$ cat config.mk
export PLATFORM = sky130hd
export DESIGN_NAME = jzjpcc_decode
export DESIGN_NICKNAME = d
export VERILOG_FILES = /design/src/rtl/jzjpcc_pkg.sv /design/src/rtl/jzjpcc_immediate_gen.sv /design/src/rtl/jzjpcc_decode.sv
export SDC_FILE = /design/constraint.sdc
export NUM_CORES = 1
export LEC_CHECK = 0
export BUFFER_PORTS_ARGS = -buffer_cell sky130_fd_sc_hd__buf_2
export CAP_MARGIN = 30
export CORE_UTILIZATION = 43
export DETAILED_ROUTE_END_ITERATION = 10
export PLACE_DENSITY = 0.83
export SYNTH_ARGS = -nofsm -noshare
export SYNTH_HDL_FRONTEND = slang
export SYNTH_SLANG_ARGS = --single-unit
$ cat constraint.sdc
create_clock -name clock -period 1.8 [get_ports clock]
set_input_delay 0.27 -clock clock [delete_from_list [all_inputs] [get_ports clock]]
set_output_delay 0.27 -clock clock [all_outputs]
set_load 0.01 [all_outputs]
$ cat src/rtl/jzjpcc_pkg.sv
// Shared types and opcode constants for the jzjpcc RV32I pipeline.
package jzjpcc_pkg;

   typedef enum logic [3:0] {
      ALU_ADD, ALU_SUB, ALU_SLL, ALU_SLT, ALU_SLTU,
      ALU_XOR, ALU_SRL, ALU_SRA, ALU_OR, ALU_AND
   } alu_op_t;

   // CLS_LUI is the all-zero encoding so a reset ID/EX register reads as zero.
   typedef enum logic [3:0] {
      CLS_LUI, CLS_AUIPC, CLS_JAL, CLS_JALR, CLS_BRANCH, CLS_LOAD,
      CLS_STORE, CLS_OP_IMM, CLS_OP, CLS_MISC_MEM, CLS_SYSTEM
   } op_class_t;

   localparam logic [6:0] OPC_LUI      = 7'b0110111;
   localparam logic [6:0] OPC_AUIPC    = 7'b0010111;
   localparam logic [6:0] OPC_JAL      = 7'b1101111;
   localparam logic [6:0] OPC_JALR     = 7'b1100111;
   localparam logic [6:0] OPC_BRANCH   = 7'b1100011;
   localparam logic [6:0] OPC_LOAD     = 7'b0000011;
   localparam logic [6:0] OPC_STORE    = 7'b0100011;
   localparam logic [6:0] OPC_OP_IMM   = 7'b0010011;
   localparam logic [6:0] OPC_OP       = 7'b0110011;
   localparam logic [6:0] OPC_MISC_MEM = 7'b0001111;
   localparam logic [6:0] OPC_SYSTEM   = 7'b1110011;

   localparam logic [31:0] NOP_INSTR = 32'h00000013;

endpackage

$ cat src/rtl/jzjpcc_immediate_gen.sv
// Sign-extended I/S/B/U/J immediates; the opcode bits are not needed here.
module jzjpcc_immediate_gen (
   input  logic [31:7] instr,
   output logic [31:0] imm_i,
   output logic [31:0] imm_s,
   output logic [31:0] imm_b,
   output logic [31:0] imm_u,
   output logic [31:0] imm_j
);

   assign imm_i = {{20{instr[31]}}, instr[31:20]};
   assign imm_s = {{20{instr[31]}}, instr[31:25], instr[11:7]};
   assign imm_b = {{19{instr[31]}}, instr[31], instr[7], instr[30:25], instr[11:8], 1'b0};
   assign imm_u = {instr[31:12], 12'b0};
   assign imm_j = {{11{instr[31]}}, instr[31], instr[19:12], instr[20], instr[30:21], 1'b0};

endmodule

$ cat src/rtl/jzjpcc_decode.sv
// jzjpcc decode stage: decode, JAL redirect, load-use stall and the ID/EX register.
// Define JZJPCC_ILLEGAL_INSTR_EN to add illegal-instruction detection and illegal_execute.
module jzjpcc_decode
   import jzjpcc_pkg::*;
#(
   parameter int PC_MAX_B = 13
) (
   input  logic                clock,
   input  logic                reset,
   input  logic [31:0]         instruction_decode,
   input  logic [PC_MAX_B:2]   currentPC_decode,
   input  logic                flushExecute,
   input  logic                stall_execute,
   output logic [4:0]          rs1Address,
   output logic [4:0]          rs2Address,
   input  logic [31:0]         rs1Value,
   input  logic [31:0]         rs2Value,
   output logic                pcCTWriteEnable,
   output logic [PC_MAX_B:2]   controlTransferNewPC,
   output logic                stall_fetch,
   output logic                flush_decode,
   output logic                valid_execute,
   output logic [PC_MAX_B:2]   currentPC_execute,
   output logic [31:0]         rs1Value_execute,
   output logic [31:0]         rs2Value_execute,
   output logic [31:0]         immediate_execute,
   output logic [4:0]          rs1Address_execute,
   output logic [4:0]          rs2Address_execute,
   output logic [4:0]          rdAddress_execute,
   output alu_op_t             aluOp_execute,
   output op_class_t           opClass_execute,
   output logic [2:0]          funct3_execute,
`ifdef JZJPCC_ILLEGAL_INSTR_EN
   output logic                illegal_execute,
`endif
   output logic                writesRd_execute
);

   logic [6:0]  opcode;
   logic [4:0]  rd;
   logic [2:0]  funct3;
   logic [6:0]  funct7;
   logic [31:0] imm_i, imm_s, imm_b, imm_u, imm_j;
   logic [31:0] imm;
   op_class_t   op_class;
   alu_op_t     alu_op;
   logic        class_writes, reads_rs1, reads_rs2;
   logic        writes_rd, illegal, load_use, bubble;

   assign opcode     = instruction_decode[6:0];
   assign rd         = instruction_decode[11:7];
   assign funct3     = instruction_decode[14:12];
   assign funct7     = instruction_decode[31:25];
   assign rs1Address = instruction_decode[19:15];
   assign rs2Address = instruction_decode[24:20];

   jzjpcc_immediate_gen u_imm (
      .instr (instruction_decode[31:7]),
      .imm_i (imm_i),
      .imm_s (imm_s),
      .imm_b (imm_b),
      .imm_u (imm_u),
      .imm_j (imm_j)
   );

   // Unknown opcodes fall through as SYSTEM: no register reads, no writeback.
   always_comb begin
      op_class     = CLS_SYSTEM;
      imm          = '0;
      class_writes = 1'b0;
      reads_rs1    = 1'b0;
      reads_rs2    = 1'b0;
      case (opcode)
         OPC_LUI:      begin op_class = CLS_LUI;      imm = imm_u; class_writes = 1'b1; end
         OPC_AUIPC:    begin op_class = CLS_AUIPC;    imm = imm_u; class_writes = 1'b1; end
         OPC_JAL:      begin op_class = CLS_JAL;      imm = imm_j; class_writes = 1'b1; end
         OPC_JALR:     begin op_class = CLS_JALR;     imm = imm_i; class_writes = 1'b1; reads_rs1 = 1'b1; end
         OPC_BRANCH:   begin op_class = CLS_BRANCH;   imm = imm_b; reads_rs1 = 1'b1; reads_rs2 = 1'b1; end
         OPC_LOAD:     begin op_class = CLS_LOAD;     imm = imm_i; class_writes = 1'b1; reads_rs1 = 1'b1; end
         OPC_STORE:    begin op_class = CLS_STORE;    imm = imm_s; reads_rs1 = 1'b1; reads_rs2 = 1'b1; end
         OPC_OP_IMM:   begin op_class = CLS_OP_IMM;   imm = imm_i; class_writes = 1'b1; reads_rs1 = 1'b1; end
         OPC_OP:       begin op_class = CLS_OP;       class_writes = 1'b1; reads_rs1 = 1'b1; reads_rs2 = 1'b1; end
         OPC_MISC_MEM: begin op_class = CLS_MISC_MEM; imm = imm_i; end
         OPC_SYSTEM:   begin op_class = CLS_SYSTEM;   imm = imm_i; end
         default:      begin op_class = CLS_SYSTEM; end
      endcase
   end

   // funct7[5] selects SUB only for OP and SRA for OP/OP_IMM shifts.
   always_comb begin
      alu_op = ALU_ADD;
      case (funct3)
         3'b000: alu_op = (op_class == CLS_OP && funct7[5]) ? ALU_SUB : ALU_ADD;
         3'b001: alu_op = ALU_SLL;
         3'b010: alu_op = ALU_SLT;
         3'b011: alu_op = ALU_SLTU;
         3'b100: alu_op = ALU_XOR;
         3'b101: alu_op = ((op_class == CLS_OP || op_class == CLS_OP_IMM) && funct7[5]) ? ALU_SRA : ALU_SRL;
         3'b110: alu_op = ALU_OR;
         3'b111: alu_op = ALU_AND;
      endcase
   end

`ifdef JZJPCC_ILLEGAL_INSTR_EN
   // Any opcode with instr[1:0] != 2'b11 misses every constant and lands in default.
   always_comb begin
      illegal = 1'b0;
      case (opcode)
         OPC_LUI, OPC_AUIPC, OPC_SYSTEM: illegal = 1'b0;
         OPC_JAL:      illegal = imm_j[1];
         OPC_JALR:     illegal = (funct3 != 3'b000);
         OPC_BRANCH:   illegal = (funct3[2:1] == 2'b01);
         OPC_LOAD:     illegal = (funct3 == 3'b011) || (funct3[2:1] == 2'b11);
         OPC_STORE:    illegal = (funct3 > 3'b010);
         OPC_OP_IMM:   illegal = (funct3 == 3'b001 && funct7 != 7'b0000000) ||
                                 (funct3 == 3'b101 && funct7 != 7'b0000000 && funct7 != 7'b0100000);
         OPC_OP:       illegal = !(funct7 == 7'b0000000 ||
                                   (funct7 == 7'b0100000 && (funct3 == 3'b000 || funct3 == 3'b101)));
         OPC_MISC_MEM: illegal = (funct3[2:1] != 2'b00);
         default:      illegal = 1'b1;
      endcase
   end
`else
   assign illegal = 1'b0;
`endif

   assign writes_rd = class_writes && (rd != 5'd0) && !illegal;

   assign load_use = valid_execute && (opClass_execute == CLS_LOAD) && (rdAddress_execute != 5'd0) &&
                     ((reads_rs1 && rs1Address == rdAddress_execute) ||
                      (reads_rs2 && rs2Address == rdAddress_execute));

   assign stall_fetch          = stall_execute || (!flushExecute && load_use);
   assign pcCTWriteEnable      = (op_class == CLS_JAL) && !flushExecute && !stall_fetch && !illegal;
   assign flush_decode         = pcCTWriteEnable;
   assign controlTransferNewPC = currentPC_decode + imm_j[PC_MAX_B:2];
   assign bubble               = flushExecute || load_use;

   // Bubbles still capture the decoded fields; only valid/writesRd are cleared.
   always_ff @(posedge clock) begin
      if (reset) begin
         valid_execute      <= 1'b0;
         writesRd_execute   <= 1'b0;
         currentPC_execute  <= '0;
         rs1Value_execute   <= '0;
         rs2Value_execute   <= '0;
         immediate_execute  <= '0;
         rs1Address_execute <= '0;
         rs2Address_execute <= '0;
         rdAddress_execute  <= '0;
         aluOp_execute      <= ALU_ADD;
         opClass_execute    <= CLS_LUI;
         funct3_execute     <= '0;
`ifdef JZJPCC_ILLEGAL_INSTR_EN
         illegal_execute    <= 1'b0;
`endif
      end else if (!stall_execute) begin
         valid_execute      <= !bubble;
         writesRd_execute   <= writes_rd && !bubble;
         currentPC_execute  <= currentPC_decode;
         rs1Value_execute   <= rs1Value;
         rs2Value_execute   <= rs2Value;
         immediate_execute  <= imm;
         rs1Address_execute <= rs1Address;
         rs2Address_execute <= rs2Address;
         rdAddress_execute  <= rd;
         aluOp_execute      <= alu_op;
         opClass_execute    <= op_class;
         funct3_execute     <= funct3;
`ifdef JZJPCC_ILLEGAL_INSTR_EN
         illegal_execute    <= illegal && !bubble;
`endif
      end
   end

endmodule

Word level (Yosys, flattened, before mapping)
Index checks and enable logic that the tools add are counted.

Bits in registers: 136. Bits in latches: 0. RAM bits: 0. Memory bits (read-only): 0. Output and inout port bits: 161. Word-level logic and storage cells: 72. Memories kept: 0.

Add/sub/neg operators: 1. Multiply operators: 0. Div/mod/pow operators: 0. $lt $le $gt $ge: 0. Equality and inequality tests: 24. Shifts and indexed selects: 0. Multiplexer cells: 8. Bitwise gates (word level): 0. Reductions and logical operators: 27.

Operator list (number): $pmux W32 S5 (1); $pmux W4 S10 (1); $pmux W4 S8 (1); $eq A7 B7 Y1 const B (4); $eq A7 B6 Y1 const B (3); $eq A7 B5 Y1 const B (2); $add A12 B12 Y12 (1); $eq A3 B3 Y1 const B (4); $logic_and A1 B1 Y1 (12); $eq A5 B5 Y1 (2); $reduce_bool A5 Y1 (2); $eq A4 B3 Y1 const B (2); $eq A7 B2 Y1 const B (1); $eq A7 B4 Y1 const B (1); $reduce_or A7 Y1 (1); $eq A3 B2 Y1 const B (2); $reduce_or A6 Y1 (1); $mux W1 (5); $reduce_or A5 Y1 (1); $eq A4 B2 Y1 const B (1); $eq A4 B4 Y1 const B (1); $logic_or A1 B1 Y1 (4); $eq A3 B1 Y1 const B (1); $logic_not A1 Y1 (3); other kinds (3) (3).

Logic depth before layout (Yosys ltp)
Depth in word-level cells: 10. Depth in mapped cells: 8. Mapped depth without buffers: 8.

Cells and area by module
Synthesis repeated with hierarchy kept, for this count alone.

Cell total of the unflattened synthesis: 932. Area total of the unflattened synthesis: 8172.8 µm².

By module, submodules not included: jzjpcc_decode (instances 1, cells an instance 771, area each 6967.9 µm², sequential area each 2722.6 µm²); jzjpcc_immediate_gen (instances 1, cells an instance 161, area each 1204.9 µm², sequential area each 0.0 µm²).

Worst setup path after synthesis
Ideal clock, no wire load.

Path type: flip-flop to output port. Start: register rdAddress_execute[0]. End: output pcCTWriteEnable. Data arrival time: 1.852 ns. Data required time: 1.530 ns. Slack: -0.322 ns. Cell stages (with the launch flop): 6. Path through: dfxtp_1 > or4_1 > nor2_2 > nor3_1 > a2111oi_2 > buf_4.

Cells in the longest elaborated chain, start to end: 8. Elaborated cells on any way between the ends: 12.

Ends and longest elaborated chain: start, declared (line jzjpcc_decode.sv:29) `output logic [4:0] rdAddress_execute,`; start signal, assigned (line jzjpcc_decode.sv:166) `rdAddress_execute <= rd;`; $eq A5 B5 Y1 (on tied branches) (line jzjpcc_decode.sv:130, jzjpcc_decode.sv:131); $logic_and A1 B1 Y1 (on tied branches) (line jzjpcc_decode.sv:130, jzjpcc_decode.sv:131); $logic_or A1 B1 Y1 (line jzjpcc_decode.sv:130) `((reads_rs1 && rs1Address == rdAddress_execute) ||`; $logic_and A1 B1 Y1 (*) (line jzjpcc_decode.sv:129) `assign load_use = valid_execute && (opClass_execute == CLS_LOAD) && (rdAddress_execute != 5'd0) &&`; $logic_and A1 B1 Y1 (*) (line jzjpcc_decode.sv:133) `assign stall_fetch = stall_execute || (!flushExecute && load_use);`; $logic_or A1 B1 Y1 (*) (line jzjpcc_decode.sv:133); $logic_not A1 Y1 (*) (line jzjpcc_decode.sv:134) `assign pcCTWriteEnable = (op_class == CLS_JAL) && !flushExecute && !stall_fetch && !illegal;`; $logic_and A1 B1 Y1 (*) (line jzjpcc_decode.sv:134); end, declared (line jzjpcc_decode.sv:18) `output logic pcCTWriteEnable,`.

Mark *: on every way between the ends. The rest lies on a longest branch, timed or not.

Worst setup path in the final report
Start: register rdAddress_execute[0]. End: output stall_fetch.

Cells in the longest elaborated chain, start to end: 6. Elaborated cells on any way between the ends: 10.

Ends and longest elaborated chain: $eq A5 B5 Y1 (on tied branches) (line jzjpcc_decode.sv:130, jzjpcc_decode.sv:131); $logic_and A1 B1 Y1 (on tied branches) (line jzjpcc_decode.sv:130, jzjpcc_decode.sv:131); $logic_or A1 B1 Y1 (line jzjpcc_decode.sv:130); $logic_and A1 B1 Y1 (*) (line jzjpcc_decode.sv:129); $logic_and A1 B1 Y1 (*) (line jzjpcc_decode.sv:133); $logic_or A1 B1 Y1 (*) (line jzjpcc_decode.sv:133); end, declared (line jzjpcc_decode.sv:20) `output logic stall_fetch,`.

Marked as above.

==> flow_summary.json <==
{
  "io_pins": 273,
  "syn_inst": 672,
  "drt-total-wl_mm": 20.6,
  "clk_path_buf_depth": 2,
  "crit_buf_inv": 2,
  "nets": 1121,
  "hold_end": "rs2Value_execute[15]",
  "clockRootBuffer": "clkbuf_16",
  "drtAntennaViolNets": 0,
  "p_per_area_nw_per_um2": 903,
  "cts-hold-fix-buffers": 0,
  "grt_overflow": 0,
  "die-width_um": 122,
  "die_h_um": 122,
  "crit_family": "compound AO/OA/AOI/OAI gates",
  "r2r_start": "rdAddress_execute[0]",
  "status": "finished, violations left",
  "grt_use_total_pct": 27.5,
  "clk_pin_slew_worst_paths_ns": 0.06,
  "holdPathStages": 3,
  "dpl-instance-area_sq_um": 8190,
  "multi_input_area_sq_um": 3410,
  "required_ns": 1.53,
  "r2r_cells": 7,
  "setup_viol": 10,
  "dp_hpwl_mm": 15.0,
  "grt_max_degree": 70,
  "antenna_cells": 0,
  "r2r_setup_slack_ns": 0.06,
  "drive_gt1_share_pct": 44.4,
  "antenna_found_initial": 0,
  "yosysWarnings": 0,
  "cts_buffers": 17,
  "synthFlopType": "dfxtp_1",
  "maxSlewViolCount": 0,
  "path_max_fanout": 2,
  "p_leak_nw": 4.55,
  "syn_nets": 796,
  "grt_pass1_wl_mm": 31.0,
  "grt_pass1_vias": 6001,
  "fin_setup_tns_ns": -2.85,
  "crit_slowest_cell": "a2111oi_4",
  "ys_types": 63,
  "finalHoldViolCount": 0,
  "worstReg2RegEnd": "valid_execute",
  "cap_violations": 0,
  "async_flop_share_pct": 0,
  "cp_cell_sequence": "xor2_1 > nor4_2 > buf_4 > nand4_4 > a2111oi_4 > a21o_1 > buf_6",
  "port_buffers": 272,
  "avgSynthCellArea_sq_um": 9.19,
  "area.sequential_sq_um": 2730,
  "ir_worst_vdd_mv": 0.671,
  "area_delta_synth_final_pct": 48.0,
  "ys_seq_area_share_pct": 44.1,
  "fillCellCount": 1101,
  "final.min_clock_period_ns": 2.39,
  "violations": "negative setup slack",
  "cts_tree": "yes",
  "hold_start": "rs2Value[15]",
  "rsz0062_at_grt": "true",
  "vias": 6152,
  "crit_path_start_kind": "flop",
  "ys_ff_latch": 136,
  "fin_ws_ns": -0.588,
  "min_path_type": "input pin to flop",
  "htree_levels": 4,
  "wl_per_cell_um": 17.3,
  "cp.arrival_ns": 2.12,
  "route.detailed.drc": 0,
  "maxSlewHeadroom_pct": 60.6,
  "viasPerCell": 5.17,
  "clkLatencyLatePin_ns": 0.42,
  "final_area_sq_um": 9140,
  "core_sq_um": 13900,
  "first_iter_violations": 348,
  "tightest_slew_ns": 0.589,
  "clock-sinks": 136,
  "period_share_pct": 133,
  "worstSetupPathType": "flop to primary output",
  "worstSetupEndpointType": "primary output",
  "gp_congestion": 0.954,
  "fin_hold_ws_ns": 0.0796,
  "synth-edff-count": 0,
  "row_count": 43,
  "max_stage_delay_ns": 0.41,
  "finalPower_mw": 8.25,
  "start_util_pct": 44.3,
  "syn_area_sq_um": 6170,
  "max_freq_mhz": 419,
  "finClkSkew_ns": 0.00599,
  "firstDrtPassIters": 5,
  "die_area_sq_um": 14800
}
==> placed cells by master, fill, tap and decap left out, types with 3 or more instances in the layout <==
master	count
nand4_1	3
clkinv_2	3
and3_1	5
nor2b_1	6
a21oi_2	4
a221oi_1	6
o21ai_0	6
ha_4	8
buf_4	86
o21ai_2	4
xnor2_1	9
dfxtp_1	132
a22oi_1	9
buf_6	9
and2_1	3
nor3_1	8
inv_1	9
a21o_1	5
nor3_2	3
clkbuf_16	17
clkbuf_1	3
nand3_1	5
dfxtp_2	4
mux2i_1	95
o21ai_1	26
buf_2	260
nand2_1	34
nand2b_1	3
buf_12	5
nor2_1	127
a21oi_1	32
inv_2	4
xor2_1	9
==> cell usage after synthesis, types with 4 or more instances <==
master / number / area share (%)
buf_2: 16 / 1.3
a221oi_1: 6 / 0.85
xnor2_1: 11 / 1.6
nor2_1: 127 / 7.7
nor3_1: 12 / 0.97
xor2_1: 10 / 1.4
a21o_1: 5 / 0.61
clkbuf_1: 16 / 0.97
a22oi_1: 9 / 1.1
dfxtp_1: 136 / 44
a21oi_1: 35 / 2.8
buf_4: 15 / 1.8
buf_1: 6 / 0.36
nand2_1: 35 / 2.1
o21ai_1: 27 / 2.2
a31oi_1: 4 / 0.41
o21ai_0: 9 / 0.73
nand3_1: 7 / 0.57
nor2b_1: 8 / 0.81
ha_1: 11 / 2.2
and3_1: 5 / 0.51
mux2i_1: 95 / 15
inv_1: 10 / 0.61
==> through the flow <==
stage	setup WS, ns	std cells	util [%]
6_report	-0.588	1190	65.6
3_3_place_gp	-0.378	1155	58.8
3_5_place_dp	-0.495	1155	58.8
4_1_cts	-0.618	1190	65.0
2_1_floorplan	-0.155	672	-
5_1_grt	-0.666	1190	65.6
==> tightest hold or removal path, cell delays in order <==
cell	delay, ns
buf_2	0.07
mux2i_1	0.05
nor2_1	0.07
==> layout make-up <==
cell class	count	area share (%)
Clock buffer	22	5.08
Inverter	13	0.534
Sequential cell	136	29.8
Clock inverter	10	1.29
Multi-Input combinational cell	469	37.3
Timing Repair Buffer	360	23.5
Tap cell	180	2.46
==> how the worst max path moves through the flow <==
| stage | from | cells past startpoint | end |
|---|---|---|---|
| floorplan | rdAddress_execute[1] | 5 | pcCTWriteEnable |
| global placement | instruction_decode[22] | 10 | controlTransferNewPC[12] |
| detailed placement | instruction_decode[22] | 10 | controlTransferNewPC[12] |
| CTS | rdAddress_execute[0] | 7 | stall_fetch |
| global route | rdAddress_execute[0] | 7 | stall_fetch |
| finish | rdAddress_execute[0] | 7 | stall_fetch |
==> layer usage <==
metal  vias up  routed length (um)  global-route usage (%)
li1       2966                   -                       -
met1      2903                8470                    32.8
met3        35                1440                    6.46
met2       248               10200                    47.0
met4         0                 485                    11.7
met5         -                   0                       0
==> state kept, by name, summed over array words and instances (netlist names), 3 cells and up <==
name	flops
rs1Address_execute	5
rs1Value_execute	32
immediate_execute	32
aluOp_execute	4
opClass_execute	4
funct3_execute	3
currentPC_execute	12
rdAddress_execute	5
rs2Address_execute	5
rs2Value_execute	32
==> timing repair <==
item / CTS / global route
endpoints found under the setup margin: 12 / 12
setup buffers: 5 / 1
pin swaps: 27 / 19
gates resized for setup: 54 / 14
==> cells by family (layout without fill, tap and decap cells) <==
logic type                 Yosys count  after routing  synth area share [%]
muxes                               96             96                  15.6
xor gates and xnor gates            21             21                  2.98
AOI/OAI and AO/OA                  116            116                  12.4
adders and majority gates           12             12                  2.55
DFF                                136            136                  44.1
buffers and inverters               67            405                  5.33
and+or+nand+nor                    224            224                  17.0
==> report_power, final <==
group	internal, mW	total, mW	switching, mW	leakage [nW]
Sequential	3.16	3.23	0.0762	1.12
Combinational	0.731	1.55	0.817	3.14
Clock	2.12	3.47	1.35	0.285
Total	6.01	8.25	2.24	4.55
Power figures use the tool's default switching activity.
